<file path="config.mk">
export PLATFORM = sky130hd
export DESIGN_NAME = mac_ctrl
export DESIGN_NICKNAME = d
export VERILOG_FILES = /design/src/rtl/mac_ctrl.sv
export SDC_FILE = /design/constraint.sdc
export NUM_CORES = 1
export LEC_CHECK = 0
export BUFFER_PORTS_ARGS = -buffer_cell sky130_fd_sc_hd__buf_4
export CORE_MARGIN = 1.5
export CORE_UTILIZATION = 30
export CTS_CLUSTER_SIZE = 30
export DETAILED_ROUTE_END_ITERATION = 8
export HOLD_SLACK_MARGIN = 0.02
export PLACE_DENSITY = 0.48
export REMOVE_ABC_BUFFERS = 1
export SLEW_MARGIN = 30
export SYNTH_ARGS = -nofsm -noshare
export SYNTH_HDL_FRONTEND = slang
export SYNTH_SLANG_ARGS = --single-unit
</file>
<file path="constraint.sdc">
create_clock -name clk_i -period 29.7 [get_ports clk_i]
set_input_delay 5.94 -clock clk_i [delete_from_list [all_inputs] [get_ports clk_i]]
set_output_delay 5.94 -clock clk_i [all_outputs]
set_load 0.01 [all_outputs]
</file>
<file path="src/rtl/mac_ctrl.sv">
// mac_ctrl: sequencer for the 3x3 matrix MAC datapath.
// Fetches three A-row and three B-row words, presents them to the MAC wrapper,
// writes the three result words back and pulses done_o.
// Optional error abort is compiled in with `define MAC_CTRL_ERR_EN.
module mac_ctrl (
    input  logic        clk_i,
    input  logic        rst_i,
    input  logic        start_i,
    input  logic [1:0]  opcode_i,
    input  logic [31:0] rs1_i,
    input  logic [31:0] rs2_i,
    input  logic [31:0] rd_i,
    output logic        busy_o,
    output logic        done_o,
    output logic        mem_req_o,
    output logic        mem_we_o,
    output logic [31:0] mem_addr_o,
    output logic [31:0] mem_wdata_o,
    input  logic        mem_gnt_i,
    input  logic        mem_rvalid_i,
    input  logic [31:0] mem_rdata_i,
    output logic [1:0]  mac_opcode_o,
    output logic [31:0] mac_data1_o,
    output logic [31:0] mac_data2_o,
    output logic [31:0] mac_data3_o,
    output logic [31:0] mac_data4_o,
    output logic [31:0] mac_data5_o,
    output logic [31:0] mac_data6_o,
`ifdef MAC_CTRL_ERR_EN
    output logic        err_o,
    input  logic        mem_err_i,
`endif
    input  logic [31:0] mac_res1_i,
    input  logic [31:0] mac_res2_i,
    input  logic [31:0] mac_res3_i
);

    localparam int unsigned DW     = 32;
    localparam int unsigned N_OPS  = 6;
    localparam int unsigned N_RES  = 3;

    localparam logic [2:0] S_IDLE    = 3'd0;
    localparam logic [2:0] S_RD_REQ  = 3'd1;
    localparam logic [2:0] S_RD_WAIT = 3'd2;
    localparam logic [2:0] S_EXEC    = 3'd3;
    localparam logic [2:0] S_WR_REQ  = 3'd4;
    localparam logic [2:0] S_DONE    = 3'd5;

    logic [2:0]    state_q, state_d;
    logic [2:0]    idx_q, idx_d;
    logic [DW-1:0] rs1_q, rs1_d;
    logic [DW-1:0] rs2_q, rs2_d;
    logic [DW-1:0] rd_q, rd_d;
    logic [1:0]    opc_q, opc_d;
    logic [DW-1:0] op_q [N_OPS];
    logic [DW-1:0] op_d [N_OPS];
    logic [DW-1:0] res_q [N_RES];
    logic [DW-1:0] res_d [N_RES];

    logic          req_q, req_d;
    logic          we_q, we_d;
    logic [DW-1:0] addr_q, addr_d;
    logic [DW-1:0] wdata_q, wdata_d;
    logic          busy_q, busy_d;
    logic          done_q, done_d;
`ifdef MAC_CTRL_ERR_EN
    logic          err_q, err_d;
    logic          abort;
`endif

    // Next-state logic plus registered outputs decoded from the next state
    always_comb begin
        state_d = state_q;
        idx_d   = idx_q;
        rs1_d   = rs1_q;
        rs2_d   = rs2_q;
        rd_d    = rd_q;
        opc_d   = opc_q;
        op_d    = op_q;
        res_d   = res_q;
        req_d   = 1'b0;
        we_d    = 1'b0;
        addr_d  = '0;
        wdata_d = '0;
        busy_d  = 1'b0;
        done_d  = 1'b0;
`ifdef MAC_CTRL_ERR_EN
        err_d   = 1'b0;
        abort   = 1'b0;
`endif

        case (state_q)
            S_IDLE: begin
                if (start_i) begin
                    rs1_d   = rs1_i & ~32'd3;
                    rs2_d   = rs2_i & ~32'd3;
                    rd_d    = rd_i & ~32'd3;
                    opc_d   = opcode_i;
                    idx_d   = 3'd0;
                    state_d = S_RD_REQ;
                end
            end
            S_RD_REQ: begin
                if (mem_gnt_i) begin
                    state_d = S_RD_WAIT;
                end
            end
            S_RD_WAIT: begin
                if (mem_rvalid_i) begin
`ifdef MAC_CTRL_ERR_EN
                    if (mem_err_i) begin
                        abort   = 1'b1;
                        state_d = S_DONE;
                    end else
`endif
                    begin
                        op_d[idx_q] = mem_rdata_i;
                        if (idx_q == 3'd5) begin
                            state_d = S_EXEC;
                        end else begin
                            idx_d   = idx_q + 3'd1;
                            state_d = S_RD_REQ;
                        end
                    end
                end
            end
            S_EXEC: begin
                res_d[0] = mac_res1_i;
                res_d[1] = mac_res2_i;
                res_d[2] = mac_res3_i;
                idx_d    = 3'd0;
                state_d  = S_WR_REQ;
            end
            S_WR_REQ: begin
                if (mem_gnt_i) begin
`ifdef MAC_CTRL_ERR_EN
                    if (mem_err_i) begin
                        abort   = 1'b1;
                        state_d = S_DONE;
                    end else
`endif
                    if (idx_q == 3'd2) begin
                        state_d = S_DONE;
                    end else begin
                        idx_d = idx_q + 3'd1;
                    end
                end
            end
            S_DONE: begin
                state_d = S_IDLE;
            end
            default: begin
                state_d = S_IDLE;
            end
        endcase

        // Outputs are registered, so decode them from the state being entered
        case (state_d)
            S_RD_REQ: begin
                req_d = 1'b1;
                if (idx_d < 3'd3) begin
                    addr_d = rs1_d + {27'd0, idx_d, 2'b00};
                end else begin
                    addr_d = rs2_d + {27'd0, 3'(idx_d - 3'd3), 2'b00};
                end
            end
            S_WR_REQ: begin
                req_d   = 1'b1;
                we_d    = 1'b1;
                addr_d  = rd_d + {27'd0, idx_d, 2'b00};
                wdata_d = res_d[idx_d[1:0]];
            end
            default: begin
            end
        endcase

        busy_d = (state_d != S_IDLE) && (state_d != S_DONE);
        done_d = (state_d == S_DONE);
`ifdef MAC_CTRL_ERR_EN
        err_d  = abort;
`endif
    end

    // State, operand/result and output registers
    always_ff @(posedge clk_i or posedge rst_i) begin
        if (rst_i) begin
            state_q <= S_IDLE;
            idx_q   <= '0;
            rs1_q   <= '0;
            rs2_q   <= '0;
            rd_q    <= '0;
            opc_q   <= '0;
            for (int i = 0; i < N_OPS; i++) begin
                op_q[i] <= '0;
            end
            for (int i = 0; i < N_RES; i++) begin
                res_q[i] <= '0;
            end
            req_q   <= 1'b0;
            we_q    <= 1'b0;
            addr_q  <= '0;
            wdata_q <= '0;
            busy_q  <= 1'b0;
            done_q  <= 1'b0;
`ifdef MAC_CTRL_ERR_EN
            err_q   <= 1'b0;
`endif
        end else begin
            state_q <= state_d;
            idx_q   <= idx_d;
            rs1_q   <= rs1_d;
            rs2_q   <= rs2_d;
            rd_q    <= rd_d;
            opc_q   <= opc_d;
            op_q    <= op_d;
            res_q   <= res_d;
            req_q   <= req_d;
            we_q    <= we_d;
            addr_q  <= addr_d;
            wdata_q <= wdata_d;
            busy_q  <= busy_d;
            done_q  <= done_d;
`ifdef MAC_CTRL_ERR_EN
            err_q   <= err_d;
`endif
        end
    end

    assign busy_o       = busy_q;
    assign done_o       = done_q;
    assign mem_req_o    = req_q;
    assign mem_we_o     = we_q;
    assign mem_addr_o   = addr_q;
    assign mem_wdata_o  = wdata_q;
    assign mac_opcode_o = opc_q;
    assign mac_data1_o  = op_q[0];
    assign mac_data2_o  = op_q[1];
    assign mac_data3_o  = op_q[2];
    assign mac_data4_o  = op_q[3];
    assign mac_data5_o  = op_q[4];
    assign mac_data6_o  = op_q[5];
`ifdef MAC_CTRL_ERR_EN
    assign err_o        = err_q;
`endif

endmodule

</file>
==> run metrics <==
status finished clean; achievable frequency 103 MHz; Rel. slew slack 0.357; Final HPWL DP 50100 um; crit start category input port; Synth top area share 0.554; Fin Clk Skew 0.0191 ns; Mapped Cells 1721; IR Drop Worst-Case VDD 0.0000432 V; RSZ-0062 raised after global routing no; Clock transition at path regs 0.05 ns; initial core utilization 0.303; Post-Syn Area 20800 um^2; vias in the first global route 15900; top cells by area, synth dfrtp_1, mux2_2, nand2_1; Diodes inserted 0; crit path max fanout 7; setup violators final 0; EDFF count, synth 0; CTS tree done; Ports 493; final WL 69100 um; max capacitance violation total 0; WHS 0.480 ns; total CTS buffers 55; period utilization 0.326; Synth Area per Inst 12.1 um^2; Overall Global Routing Usage 0.191; Final Max Tran Viols 0; Netlist cell types 85; Worst Path Arrival 10.14 ns; routed vias/inst 4.86; # rows 96; initial drt markers 825; WS Path Type in -> reg; first-pass GRT wire length 103000 um; dpl ws 19.19 ns; most frequent cells in the layout buf_4, dfrtp_1, mux2_2, nand2_1, nor2_1; Synth Register Bits 460; die footprint 70900 um^2; drt wl/cell 21.8 um; pin count of the biggest net entering global routing 99; sequential area share after synthesis 0.554; die height 266 um; Synth Flop Type dfrtp_1; maximum clock path buffer count 3; final setup margin 20.03 ns; Congestion Overflow GR 0; Hold/Removal Path Class reg -> reg; Synth area leader dfrtp_1; fin nets 2444; ys async rst share 1.00; CTS H-tree depth 2; drt drc 0; leakage 13.0 nW; RD Place Congestion 0.859; Area growth, synth to finish 30.9%; Port Buffers 486; Least-Margin Pin Slew 0.957 ns; Final ANT Viol Nets 0; CP required 30.17 ns; commonest non-fill, non-tap cell in the layout buf_4; CORE AREA 68600 um^2; clk_lat worst skew 0.61 ns; CTS Hold Buffers Added 0; Resize count post-CTS 0; Vias 15400; share of layout cells above drive strength 1 0.418; Die Span X 266 um; setup_tns 0 ns; Yosys warnings 0; post-CTS setup buffer count 0; clk root buf clkbuf_16; Worst Setup End Kind flop; 1st-pass router iterations 5; R2R Setup Slk 24.56 ns; final hold viol count 0; Period minus WS final 9.67 ns; initial antenna violation count 7; clock sinks 460; pwr/cell area 99.2 nW/um^2
==> cell type report <==
| class | instances | area [um^2] |
|---|---|---|
| clock buffers | 78 | 1560 |
| fillers | 6610 | 41400 |
| well taps | 931 | 1160 |
| flip-flops and latches | 460 | 11500 |
| multi-input cells | 1144 | 8800 |
| repair buffers | 503 | 3790 |
| inverters | 32 | 128 |
| clock inverters | 22 | 246 |
==> cell usage after synthesis (all sizes together), types with 27 or more instances <==
| library cell | count |
|---|---|
| dfrtp | 460 |
| nand3 | 57 |
| nand2 | 244 |
| nand4 | 39 |
| clkbuf | 39 |
| inv | 32 |
| mux2i | 72 |
| a2bb2oi | 34 |
| o21ai | 27 |
| mux2 | 294 |
| nor2 | 78 |
| xnor2 | 56 |
| buf | 46 |
==> through the flow <==
step                      cell area, um^2  std cells  power (mW)  utilization
final                               27200       3170        2.70        0.397
after global routing                27200       3170        2.87        0.397
after CTS                           27200       3170        2.74        0.396
after detailed placement            25400       3070        2.04        0.370
after global placement              25400       3070        2.03        0.370
after floorplan                     20400       1636        1.62            -
==> power breakdown <==
part / internal (mW) / switching, mW
sequential: 0.847 / 0.113
clock: 0.401 / 0.275
combinational: 0.478 / 0.584
total: 1.73 / 0.972
==> registers in the layout, indices dropped and copies added, names as in the netlist <==
name,flops
rs2_q,32
mem_req_o,1
mac_data3_o,32
mac_opcode_o,2
mac_data1_o,32
rd_q,32
busy_o,1
done_o,1
mac_data4_o,32
mem_wdata_o,32
mac_data2_o,32
mem_addr_o,32
idx_q,3
mac_data6_o,32
mem_we_o,1
res_q,96
mac_data5_o,32
rs1_q,32
state_q,3
==> worst max-delay path: stages <==
cell and delay (ns):
buf_4 0.10, a21bo_2 0.23, a21boi_0 0.19, o21ai_0 0.18, a21oi_1 0.56, inv_1 0.37, fa_1 0.51, a21oi_1 0.62
inv_1 0.18, o21ai_1 0.45, xor2_1 0.30, mux2i_1 0.19, a32o_1 0.31
==> metal layers <==
layer,global-route usage,part of all wire,vias to the layer above
met5,0,0.0010,-
met4,0.0599,0.030,14
met3,0.0559,0.076,116
met2,0.326,0.49,472
met1,0.232,0.40,7740
li1,-,-,7057
==> logic make-up after synthesis <==
kind of cell | share of synthesized area
AND/OR/NAND/NOR | 0.121
flip-flops | 0.554
multiplexers | 0.195
AO/OA/AOI/OAI | 0.0617
buffers and inverters | 0.0246
XOR/XNOR | 0.0329
adder cells (fa/ha/maj) | 0.0113
==> final timing paths <==
check,from,to,cells past startpoint
setup / recovery,mem_rvalid_i,mem_addr_o[14],13
hold / removal,rd_q[2],rd_q[2],2
setup reg to reg,idx_q[0],mem_addr_o[14],14
hold reg to reg,rd_q[2],rd_q[2],2
max in group asynchronous,rst_i,res_q[0],6
min in group asynchronous,rst_i,mem_addr_o[14],2
(Power assumes the default switching activity.)
